<file path="src/rtl/serial_pattern_pkg.sv">
// Shared state type and encodings for serial_pattern_tx.
// PARITY is always encoded but only used when SPTX_PARITY_EN is defined.
package serial_pattern_pkg;

    localparam logic [1:0] SPTX_ENC_IDLE   = 2'd0;
    localparam logic [1:0] SPTX_ENC_SHIFT  = 2'd1;
    localparam logic [1:0] SPTX_ENC_PARITY = 2'd2;
    localparam logic [1:0] SPTX_ENC_DONE   = 2'd3;

    typedef enum logic [1:0] {
        ST_IDLE   = SPTX_ENC_IDLE,
        ST_SHIFT  = SPTX_ENC_SHIFT,
        ST_PARITY = SPTX_ENC_PARITY,
        ST_DONE   = SPTX_ENC_DONE
    } sptx_state_t;

endpackage

</file>
<file path="src/rtl/sptx_shifter.sv">
// Payload shift register plus bit counter for serial_pattern_tx.
// Load wins over shift; the counter saturates at WIDTH-1 and never wraps.
module sptx_shifter #(
    parameter int WIDTH     = 8,
    parameter int MSB_FIRST = 1
) (
    input  logic                     clk,
    input  logic                     reset,
    input  logic                     load,
    input  logic                     shift,
    input  logic [WIDTH-1:0]         load_data,
    output logic                     head,
    output logic [$clog2(WIDTH)-1:0] count
);
    localparam int             CW   = $clog2(WIDTH);
    localparam logic [CW-1:0] LAST = CW'(WIDTH - 1);

    logic [WIDTH-1:0] sr_q, sr_d;
    logic [CW-1:0]    cnt_q, cnt_d;

    always_comb begin
        sr_d  = sr_q;
        cnt_d = cnt_q;
        if (load) begin
            sr_d  = load_data;
            cnt_d = '0;
        end else if (shift) begin
            if (MSB_FIRST != 0) sr_d = {sr_q[WIDTH-2:0], 1'b0};
            else                sr_d = {1'b0, sr_q[WIDTH-1:1]};
            if (cnt_q != LAST) cnt_d = cnt_q + CW'(1);
        end
    end

    always_ff @(posedge clk) begin
        if (reset) begin
            sr_q  <= '0;
            cnt_q <= '0;
        end else begin
            sr_q  <= sr_d;
            cnt_q <= cnt_d;
        end
    end

    assign head  = (MSB_FIRST != 0) ? sr_q[WIDTH-1] : sr_q[0];
    assign count = cnt_q;

endmodule

</file>
<file path="src/rtl/serial_pattern_tx.sv">
// Moore serial transmitter: start in IDLE loads a WIDTH-bit frame shifted one bit per cycle.
// Define SPTX_PARITY_EN to append an even-parity bit after the payload.
module serial_pattern_tx
    import serial_pattern_pkg::*;
#(
    parameter int WIDTH     = 8,
    parameter int MSB_FIRST = 1
) (
    input  logic             clk,
    input  logic             reset,
    input  logic             start,
    input  logic [WIDTH-1:0] data,
    output logic             out,
    output logic             busy,
    output logic             done
);
    localparam int             CW   = $clog2(WIDTH);
    localparam logic [CW-1:0] LAST = CW'(WIDTH - 1);

    sptx_state_t   state_q, state_d;
    logic          load, shift, head;
    logic [CW-1:0] count;

    sptx_shifter #(
        .WIDTH     (WIDTH),
        .MSB_FIRST (MSB_FIRST)
    ) u_shifter (
        .clk       (clk),
        .reset     (reset),
        .load      (load),
        .shift     (shift),
        .load_data (data),
        .head      (head),
        .count     (count)
    );

`ifdef SPTX_PARITY_EN
    // Parity is taken from the captured word so later data changes cannot leak in.
    logic parity_q, parity_d;

    always_comb begin
        parity_d = parity_q;
        if (load) parity_d = ^data;
    end

    always_ff @(posedge clk) begin
        if (reset) parity_q <= 1'b0;
        else       parity_q <= parity_d;
    end
`endif

    always_comb begin
        state_d = state_q;
        load    = 1'b0;
        shift   = 1'b0;
        out     = 1'b0;
        busy    = 1'b0;
        done    = 1'b0;
        case (state_q)
            ST_IDLE: begin
                if (start) begin
                    load    = 1'b1;
                    state_d = ST_SHIFT;
                end
            end
            ST_SHIFT: begin
                busy  = 1'b1;
                out   = head;
                shift = 1'b1;
                if (count == LAST) begin
`ifdef SPTX_PARITY_EN
                    state_d = ST_PARITY;
`else
                    state_d = ST_DONE;
`endif
                end
            end
`ifdef SPTX_PARITY_EN
            ST_PARITY: begin
                busy    = 1'b1;
                out     = parity_q;
                state_d = ST_DONE;
            end
`endif
            ST_DONE: begin
                done    = 1'b1;
                state_d = ST_IDLE;
            end
            default: state_d = ST_IDLE;
        endcase
    end

    always_ff @(posedge clk) begin
        if (reset) state_q <= ST_IDLE;
        else       state_q <= state_d;
    end

endmodule

</file>
<file path="config.mk">
export PLATFORM = sky130hd
export DESIGN_NAME = serial_pattern_tx
export DESIGN_NICKNAME = d
export VERILOG_FILES = /design/src/rtl/serial_pattern_pkg.sv /design/src/rtl/sptx_shifter.sv /design/src/rtl/serial_pattern_tx.sv
export SDC_FILE = /design/constraint.sdc
export NUM_CORES = 1
export LEC_CHECK = 0
export BUFFER_PORTS_ARGS = -buffer_cell sky130_fd_sc_hd__buf_2
export CAP_MARGIN = 10
export CORE_AREA = 2 2 39 41
export CTS_BUF_LIST = sky130_fd_sc_hd__clkbuf_8
export CTS_CLUSTER_DIAMETER = 30
export DETAILED_ROUTE_END_ITERATION = 12
export DIE_AREA = 0 0 41 43
export GPL_ROUTABILITY_DRIVEN = 0
export GPL_TIMING_DRIVEN = 0
export PLACE_DENSITY = 0.82
export SYNTH_ARGS = -nofsm -noshare
export SYNTH_HDL_FRONTEND = slang
export SYNTH_SLANG_ARGS = --single-unit
</file>
<file path="constraint.sdc">
create_clock -name clk -period 1.5 [get_ports clk]
set_input_delay 0.15 -clock clk [delete_from_list [all_inputs] [get_ports clk]]
set_output_delay 0.15 -clock clk [all_outputs]
set_load 0.03 [all_outputs]
</file>
==> qor_table.md, run 1 <==
| Item | This run |
| --- | --- |
| Outcome | completed |
| Overall die width | 41 um |
| Register clock-pin slew on the reported worst setup and hold paths | 0.06 ns |
| Worst-case register-to-register setup slack | 0.18 ns |
| DRC viols | 0 |
| Effective utilization at floorplan | 0.485 |
| Worst Hold End | u_shifter.count[0] |
| Routed Wire Length | 1330 um |
| Slowest stage cell on the critical path | dfxtp_1 |
| Data required, critical path | 1.35 ns |
| Path class of the lowest-slack min-delay path | in2reg |
| Longest Clk Path Bufs | 2 |
| Standard cell core area | 1380 sq um |
| Setup TNS | 0 ns |
| Number of hold buffers added after CTS | 0 |
| GRT Total Usage | 0.171 |
| Routed wire length per instance | 11.5 um |
| First drt pass iteration count | 4 |
| Post-synthesis area per instance | 8.18 sq um |
| Routed vias | 597 |
| Peak per-stage delay on the critical path | 0.32 ns |
| GRT overflow | 0 |
| MaxCap Viol Count | 0 |
| First-pass GRT wire length | 2020 um |
| Synthesis-to-finish area growth | 22.2% |
| Commonest non-fill, non-tap cell in the layout | a21oi_1 |
| Count of clock tree sinks | 13 |
| Minimum setup slack in the final design | 0.0967 ns |
| Peak Freq | 0.713 GHz |
| Sequential element share of the synthesized area | 0.388 |
| Worst hold path startpoint | reset |
| Number of cells traversed by the worst register-to-register path | 5 |
| Level count of the clock H-tree | 1 |
| Number of antenna violations at the first check in global routing | 0 |
| Total power per unit cell area | 990 nW/um^2 |
| Flops & latches, synth | 13 |
| Leakage power | 0.373 nW |
| Worst Tran Pin Value | 0.403 ns |
| Die Span Y | 43 um |
| Number of setup violations in the final report | 0 |
| HPWL after detailed placement | 936 um |
| CTS Root Cell | clkbuf_8 |
| Worst setup slack after placement | 0.182 ns |
| Synth Instances | 82 |
| Number of top-level design ports | 14 |
| Final net count | 113 |
| Type of element launching the critical path | register |
| Clk_lat worst skew | 0.24 ns |
| FF-to-FF Start | u_shifter.count[0] |
| Remaining max-slew budget at the tightest pin | 0.731 |
| Clock period minus worst slack | 1.40 ns |
| Number of post-CTS setup repair buffers | 0 |
| Number of global-route vias before repair | 509 |
| Maximum number of pins on one net before global-route repair | 11 |
| TritonCTS clock tree | yes |
| Number of hold-slack violations in the final timing report | 0 |
| Element type at the critical path end | output port |
| Most used cells in the layout excluding fill and tap cells | a21oi_1, nor2_1, buf_2, dfxtp_1, inv_1 |
| R2r endpoint | u_shifter.count[0] |
| Fraction of final layout cells sized beyond drive strength 1 | 0.242 |
| Worst path cell trace | buf_6 > clkbuf_2 > and2_1 > buf_2 |
| Count of cell types in the netlist | 21 |
| Net Count, Synth | 95 |
| Worst Clk Skew | 0.00348 ns |
| Number of inserted diodes | 0 |
| Cts bufs inserted | 3 |
| Number of cells on the worst hold path | 3 |
| Crit path kind | reg2out |
| Setup repair after global routing missed its margin | false |
| Number of max-slew violations in the final report | 0 |
| Placed instance count | 111 |
| Cell Count, Final, Fillers Out | 115 |
| Share of the clock period used by the worst path after layout | 0.936 |
| Cell row count | 14 |
| Number of warnings issued by yosys | 0 |
| Cell area after synthesis | 671 sq um |
| Buffers on Ports | 13 |
| Remaining antenna violation count | 0 |
| Iter 0 DRT Violations | 12 |
| Ratio of routed vias to standard cells | 5.19 |
| Worst-path maximum fanout | 10 |
| Area of the die | 1760 sq um |
| Data arrival at the endpoint of the critical path | 1.25 ns |
| Worst-case vdd ir drop | 0.629 mV |
[power by group]
part	internal [W]	switching, W	total [W]
Combinational	0.0000582	0.0000630	0.000121
Sequential	0.000369	0.0000171	0.000386
Clock	0.000181	0.000124	0.000304
[through the flow]
stage | hold slack (ns) | cell area, sq um | utilization | power [W]
2_1_floorplan | 0.364 | 671 | - | 0.000473
3_3_place_gp | 0.471 | 756 | 0.546 | 0.000504
3_5_place_dp | 0.475 | 756 | 0.546 | 0.000508
4_1_cts | 0.239 | 805 | 0.581 | 0.000814
5_1_grt | 0.250 | 820 | 0.592 | 0.000850
6_report | 0.242 | 820 | 0.592 | 0.000812
[kinds of logic (layout without fill, tap and decap cells)]
group,count (synthesis),in the layout,share of synthesized area
and+or+nand+nor,24,24,0.185
DFF,13,13,0.388
AOI/OAI and AO/OA,28,28,0.284
buffers and inverters,14,31,0.0933
xor gates and xnor gates,1,1,0.0131
adders and majority gates,2,2,0.0373
[sequential cells by signal, summed over array words and instances, names as in the netlist]
register and cells:
u_shifter.sr_q 8, u_shifter.count 3, state_q 2
[synth_stat cells]
| cell type | number | share of area |
|---|---|---|
| nor3b_1 | 1 | 0.011 |
| nor3b_2 | 1 | 0.019 |
| or3b_1 | 1 | 0.013 |
| ha_1 | 2 | 0.037 |
| nand2_1 | 2 | 0.011 |
| o22a_1 | 1 | 0.013 |
| dfxtp_1 | 13 | 0.39 |
| buf_2 | 2 | 0.015 |
| o21ai_1 | 3 | 0.022 |
| nand2b_1 | 1 | 0.0093 |
| and2_1 | 1 | 0.0093 |
| o21bai_1 | 1 | 0.011 |
| nor2_1 | 15 | 0.084 |
| o221a_1 | 7 | 0.12 |
| buf_6 | 1 | 0.017 |
| xnor2_1 | 1 | 0.013 |
| clkbuf_1 | 3 | 0.017 |
| nand2b_4 | 1 | 0.021 |
| nor3_1 | 1 | 0.0075 |
| a21oi_1 | 16 | 0.12 |
| inv_1 | 8 | 0.045 |
[worst max-delay path by stage]
stage | cells after the start | slack [ns] | from | endpoint
floorplan | 4 | 0.20 | state_q[1] | out
global placement | 5 | 0.18 | u_shifter.count[0] | u_shifter.count[0]
detailed placement | 5 | 0.18 | u_shifter.count[0] | u_shifter.count[0]
CTS | 5 | 0.009 | state_q[1] | out
global route | 4 | 0.04 | state_q[1] | done
finish | 4 | 0.1 | state_q[1] | done
[timing repair]
| action | CTS | global route |
|---|---|---|
| gates resized for setup | 2 | 6 |
| cloned | 0 | 0 |
| endpoints found under the setup margin | 2 | 3 |
[worst max-delay path, delay by kind of cell, from the launching register on]
kind          cells  cell delay (ns)
buf+inv           3             0.55
flops             1             0.32
simple gates      1             0.15
[area by class of cell]
type,instances,area [sq um]
plain buffers,6,41.3
clock buffers,3,41.3
clock inverters,1,3.75
fillers,132,564
inverters,8,30.0
multi-input cells,55,355
flip-flops and latches,13,260
well taps,16,20.0
repair buffers,13,67.6
[metal layers]
metal,wire length (um),vias up,GRT usage
li1,-,318,-
met1,640,260,0.235
met2,585,14,0.222
met3,60,5,0.0314
met4,42,0,0.140
met5,0,-,0
No activity file was read; power rests on OpenSTA's default activity.
==> run 2: changes to the inputs <==
Settings changed: BUFFER_PORTS_ARGS -buffer_cell sky130_fd_sc_hd__buf_2 to -buffer_cell sky130_fd_sc_hd__clkbuf_2.
==> qor_table.md, run 2 (synthesis results as in run 1) <==
| Item | This run |
| --- | --- |
| Number of hold buffers added after CTS | 0 |
| Leakage power | 0.375 nW |
| Number of filler instances in the final layout | 128 |
| GRT Total Usage | 0.185 |
| Type of element launching the critical path | register |
| Clk_lat worst skew | 0.24 ns |
| Data arrival at the endpoint of the critical path | 1.28 ns |
| HPWL after detailed placement | 997 um |
| Data required, critical path | 1.35 ns |
| Worst path cell trace | buf_6 > buf_2 > and2_1 > clkbuf_2 |
| Cell type group with the largest total delay on the critical path | buffers and inverters |
| Commonest non-fill, non-tap cell in the layout | a21oi_1 |
| First drt pass iteration count | 4 |
| Peak per-stage delay on the critical path | 0.32 ns |
| Longest Clk Path Bufs | 2 |
| Overall die width | 41 um |
| Ratio of routed vias to standard cells | 5.53 |
| Internal power | 0.000608 W |
| TritonCTS clock tree | yes |
| Iter 0 DRT Violations | 27 |
| Seq pwr share | 0.471 |
| Number of top-level design ports | 14 |
| Routed wire length per instance | 13.3 um |
| Final net count | 113 |
| Standard cell core area | 1380 sq um |
| Synthesis-to-finish area growth | 22.2% |
| Power dissipated by switching net loads | 0.000215 W |
| Register clock-pin slew on the reported worst setup and hold paths | 0.06 ns |
| Remaining max-slew budget at the tightest pin | 0.718 |
| Number of max-slew violations in the final report | 0 |
| Cts bufs inserted | 3 |
| Area of the die | 1760 sq um |
| Effective utilization at floorplan | 0.485 |
| Number of flip-flops under the largest register name | 8 |
| CTS Root Cell | clkbuf_8 |
| MaxCap Viol Count | 0 |
| Element type at the critical path end | output port |
| Setup TNS | 0 ns |
| Register with the most flip-flops | u_shifter.sr_q |
| Maximum number of pins on one net before global-route repair | 11 |
| Fraction of final layout cells sized beyond drive strength 1 | 0.242 |
| Worst Clk Skew | 0.000407 ns |
| Count of clock tree sinks | 13 |
| Finished Cell Area | 820 sq um |
| Cell row count | 14 |
| Fraction of power consumed by combinational cells | 0.150 |
| Number of global-route vias before repair | 534 |
| Switching power as a share of total power | 0.262 |
| Number of post-CTS setup repair buffers | 0 |
| Setup repair after global routing missed its margin | false |
| Number of antenna violations at the first check in global routing | 0 |
| Remaining antenna violation count | 0 |
| Clock period minus worst slack | 1.43 ns |
| Outcome | completed |
| Worst-path maximum fanout | 10 |
| Routed vias | 636 |
| Buffers on Ports | 13 |
| Worst Tran Pin Value | 0.423 ns |
| Routed Wire Length | 1530 um |
| Crit path kind | reg2out |
| Combined buffer and inverter count along the critical path | 3 |
| Overall Power | 0.000823 W |
| Number of setup violations in the final report | 0 |
| Area of the multi-input gates | 355 sq um |
| Cell Area, Placed | 756 sq um |
| First-pass GRT wire length | 2240 um |
| Most used cells in the layout excluding fill and tap cells | a21oi_1, nor2_1, dfxtp_1 |
| DRC viols | 0 |
| Storage cell area | 260 sq um |
| Number of hold-slack violations in the final timing report | 0 |
| Peak Freq | 0.700 GHz |
| GRT overflow | 0 |
| Clock power frac | 0.379 |
| Die Span Y | 43 um |
| Share of the clock period used by the worst path after layout | 0.952 |
| Total power per unit cell area | 1000 nW/um^2 |
| Worst-case vdd ir drop | 0.825 mV |
| Path class of the lowest-slack min-delay path | in2reg |
| Slowest stage cell on the critical path | dfxtp_1 |
| Number of inserted diodes | 0 |
| Level count of the clock H-tree | 1 |
[run 2: area by class of cell]
cell class,count,area share
plain buffers,6,0.0504
repair buffers,13,0.0824
inverters,8,0.0366
well taps,16,0.0244
flip-flops and latches,13,0.318
multi-input cells,55,0.434
clock buffers,3,0.0504
clock inverters,1,0.00458
[run 2: worst paths after layout]
check | to | slack (ns) | start | cells past startpoint
setup reg to reg | u_shifter.count[0] | 0.15 | u_shifter.count[0] | 5
hold / removal | u_shifter.sr_q[0] | 0.23 | data[0] | 3
setup / recovery | done | 0.07 | state_q[1] | 4
hold reg to reg | u_shifter.count[1] | 0.49 | u_shifter.count[1] | 2
[run 2: power by group through the flow]
| stage | combinational [W] | sequential, W | clock [W] |
|---|---|---|---|
| floorplan | 0.0000847 | 0.000388 | 0 |
| global placement | 0.000113 | 0.000391 | 0 |
| detailed placement | 0.000117 | 0.000392 | 0 |
| CTS | 0.000120 | 0.000385 | 0.000321 |
| global route | 0.000136 | 0.000389 | 0.000330 |
| finish | 0.000124 | 0.000388 | 0.000312 |
[run 2: per-stage QoR]
stage	worst slack, ns	std cells	util	hold slack [ns]
3_3_place_gp	0.180	111	0.546	0.471
2_1_floorplan	0.203	82	-	0.364
6_report	0.0713	115	0.592	0.228
5_1_grt	0.00775	115	0.592	0.239
3_5_place_dp	0.139	111	0.546	0.479
4_1_cts	0.00693	115	0.584	0.230
[run 2: tightest hold or removal path: stages]
cell and delay (ns):
clkbuf_2 0.07, or3b_1 0.15, a21oi_1 0.05
[run 2: per-layer routing]
metal | global-route usage | up-vias | routed length, um
met3 | 0.0838 | 0 | 94
li1 | - | 318 | -
met5 | 0 | - | 0
met4 | 0.0600 | 0 | 0
met2 | 0.275 | 19 | 760
met1 | 0.230 | 299 | 671
[run 2: repair_timing]
item | CTS | global route
cloned | 0 | 0
resized for setup | 4 | 5
endpoints found under the setup margin | 2 | 2
==> run 3: changes to the inputs <==
==> constraint.sdc (replaced) <==
create_clock -name clk -period 1.5 [get_ports clk]
set_input_delay 0.15 -clock clk [delete_from_list [all_inputs] [get_ports clk]]
set_output_delay 0.15 -clock clk [all_outputs]
set_load 0.005 [all_outputs]
==> qor_table.md, run 3 (synthesis results as in run 1) <==
| Item | This run |
| --- | --- |
| Sum of routed wire segments on met1 | 595 um |
| Peak Freq | 0.698 GHz |
| Seq pwr share | 0.476 |
| Overall die width | 41 um |
| Number of setup violations in the final report | 0 |
| Highest routed metal layer | met3 |
| Total power per unit cell area | 1010 nW/um^2 |
| Cell Count, Final, Fillers Out | 115 |
| GRT Total Usage | 0.184 |
| HPWL after detailed placement | 997 um |
| Share of the clock period used by the worst path after layout | 0.955 |
| Worst-path maximum fanout | 10 |
| Number of cells traversed by the worst register-to-register path | 5 |
| DRC viols | 0 |
| Number of flip-flops under the largest register name | 8 |
| Type of element launching the critical path | register |
| MaxCap Viol Count | 0 |
| Fraction of final layout cells sized beyond drive strength 1 | 0.232 |
| Worst path cell trace | buf_6 > nand2b_1 > clkbuf_4 > nor2_1 > clkbuf_2 |
| Register with the most flip-flops | u_shifter.sr_q |
| Number of hold-slack violations in the final timing report | 0 |
| Data arrival at the endpoint of the critical path | 1.28 ns |
| Commonest non-fill, non-tap cell in the layout | a21oi_1 |
| Combined buffer and inverter count along the critical path | 3 |
| Standard cell core area | 1380 sq um |
| Worst Tran Pin Value | 0.412 ns |
| Remaining antenna violation count | 0 |
| Level count of the clock H-tree | 1 |
| Count of clock tree sinks | 13 |
| Routed wire length per instance | 12.6 um |
| Element type at the critical path end | output port |
| Area of the die | 1760 sq um |
| Most used cells in the layout excluding fill and tap cells | a21oi_1, clkbuf_2, nor2_1 |
| Switching power as a share of total power | 0.255 |
| Cell type group with the largest total delay on the critical path | buffers and inverters |
| Worst Clk Skew | 0.00238 ns |
| Slowest stage cell on the critical path | dfxtp_1 |
| Worst-case vdd ir drop | 0.814 mV |
| Number of antenna violations at the first check in global routing | 0 |
| Synthesis-to-finish area growth | 20.1% |
| Peak per-stage delay on the critical path | 0.30 ns |
| Die Span Y | 43 um |
| CTS Root Cell | clkbuf_8 |
| Cts bufs inserted | 3 |
| Maximum number of pins on one net before global-route repair | 11 |
| Iter 0 DRT Violations | 34 |
| Critical path depth | 5 |
| Placed instance count | 111 |
| Remaining max-slew budget at the tightest pin | 0.725 |
| Number of cells on the worst hold path | 3 |
| Min Hold Slack | 0.229 ns |
| Number of top-level design ports | 14 |
| Clock period minus worst slack | 1.43 ns |
| Number of inserted diodes | 0 |
| Number of global-route vias before repair | 530 |
| Crit path kind | reg2out |
| Power dissipated by switching net loads | 0.000207 W |
| Buffers on Ports | 13 |
| Clk_lat worst skew | 0.25 ns |
| Clock power frac | 0.385 |
| Number of filler instances in the final layout | 126 |
| Routed Wire Length | 1450 um |
| Fraction of power consumed by combinational cells | 0.139 |
| Longest Clk Path Bufs | 2 |
| Path class of the lowest-slack min-delay path | in2reg |
| First drt pass iteration count | 5 |
| Routed met3 length | 127 um |
| Effective utilization at floorplan | 0.485 |
| GRT overflow | 0 |
| Final net count | 113 |
| Data required, critical path | 1.35 ns |
| TritonCTS clock tree | yes |
| Routed met2 length | 725 um |
| Ratio of routed vias to standard cells | 5.60 |
| Cell row count | 14 |
| Outcome | completed |
| Internal power | 0.000605 W |
| First-pass GRT wire length | 2230 um |
| Number of max-slew violations in the final report | 0 |
| Leakage power | 0.371 nW |
| Routed vias | 644 |
| Register clock-pin slew on the reported worst setup and hold paths | 0.05 ns |
[run 3: area by class of cell]
class / instances / area (sq um) / share of cell area
multi-input cells: 55 / 348 / 0.432
repair buffers: 13 / 65.1 / 0.0807
clock buffers: 3 / 41.3 / 0.0512
clock inverters: 1 / 3.75 / 0.00466
flip-flops and latches: 13 / 260 / 0.323
plain buffers: 6 / 37.5 / 0.0466
inverters: 8 / 30.0 / 0.0373
well taps: 16 / 20.0 / 0.0248
[run 3: through the flow]
step	TNS, ns	util	power, W	area [sq um]	setup WS [ns]
after floorplan	0	-	0.000467	671	0.271
after global placement	0	0.546	0.000498	756	0.180
after detailed placement	0	0.546	0.000503	756	0.139
after CTS	0	0.579	0.000818	801	0.00712
after global routing	-0.000259	0.582	0.000843	806	-0.000259
final	0	0.582	0.000811	806	0.0682
[run 3: what timing repair did]
action,4_1_cts,5_1_grt
gates resized for setup,0,5
hold endpoints to repair,0,0
setup buffers,0,0
endpoints found under the setup margin,0,2
hold buffers,0,0
[run 3: final timing paths]
path | startpoint | to | slack (ns)
worst min register to register | u_shifter.count[1] | u_shifter.count[1] | 0.49
worst max register to register | u_shifter.count[0] | u_shifter.count[0] | 0.15
worst min-delay path | data[0] | u_shifter.sr_q[0] | 0.23
worst max-delay path | state_q[1] | out | 0.07
[run 3: routing by layer]
| layer | global-route usage | vias to the layer above |
|---|---|---|
| li1 | - | 315 |
| met4 | 0.0600 | 0 |
| met5 | 0 | - |
| met1 | 0.230 | 302 |
| met2 | 0.272 | 27 |
| met3 | 0.0838 | 0 |
[run 3: power groups by stage]
stage	clock (W)	sequential, W	combinational, W
2_1_floorplan	0	0.000388	0.0000787
3_3_place_gp	0	0.000391	0.000107
3_5_place_dp	0	0.000392	0.000111
4_1_cts	0.000321	0.000385	0.000112
5_1_grt	0.000330	0.000388	0.000125
6_report	0.000312	0.000386	0.000113
[run 3: worst min-delay path, cell delays in order]
cell and delay [ns]:
clkbuf_2 0.07, or3b_1 0.15, a21oi_1 0.05
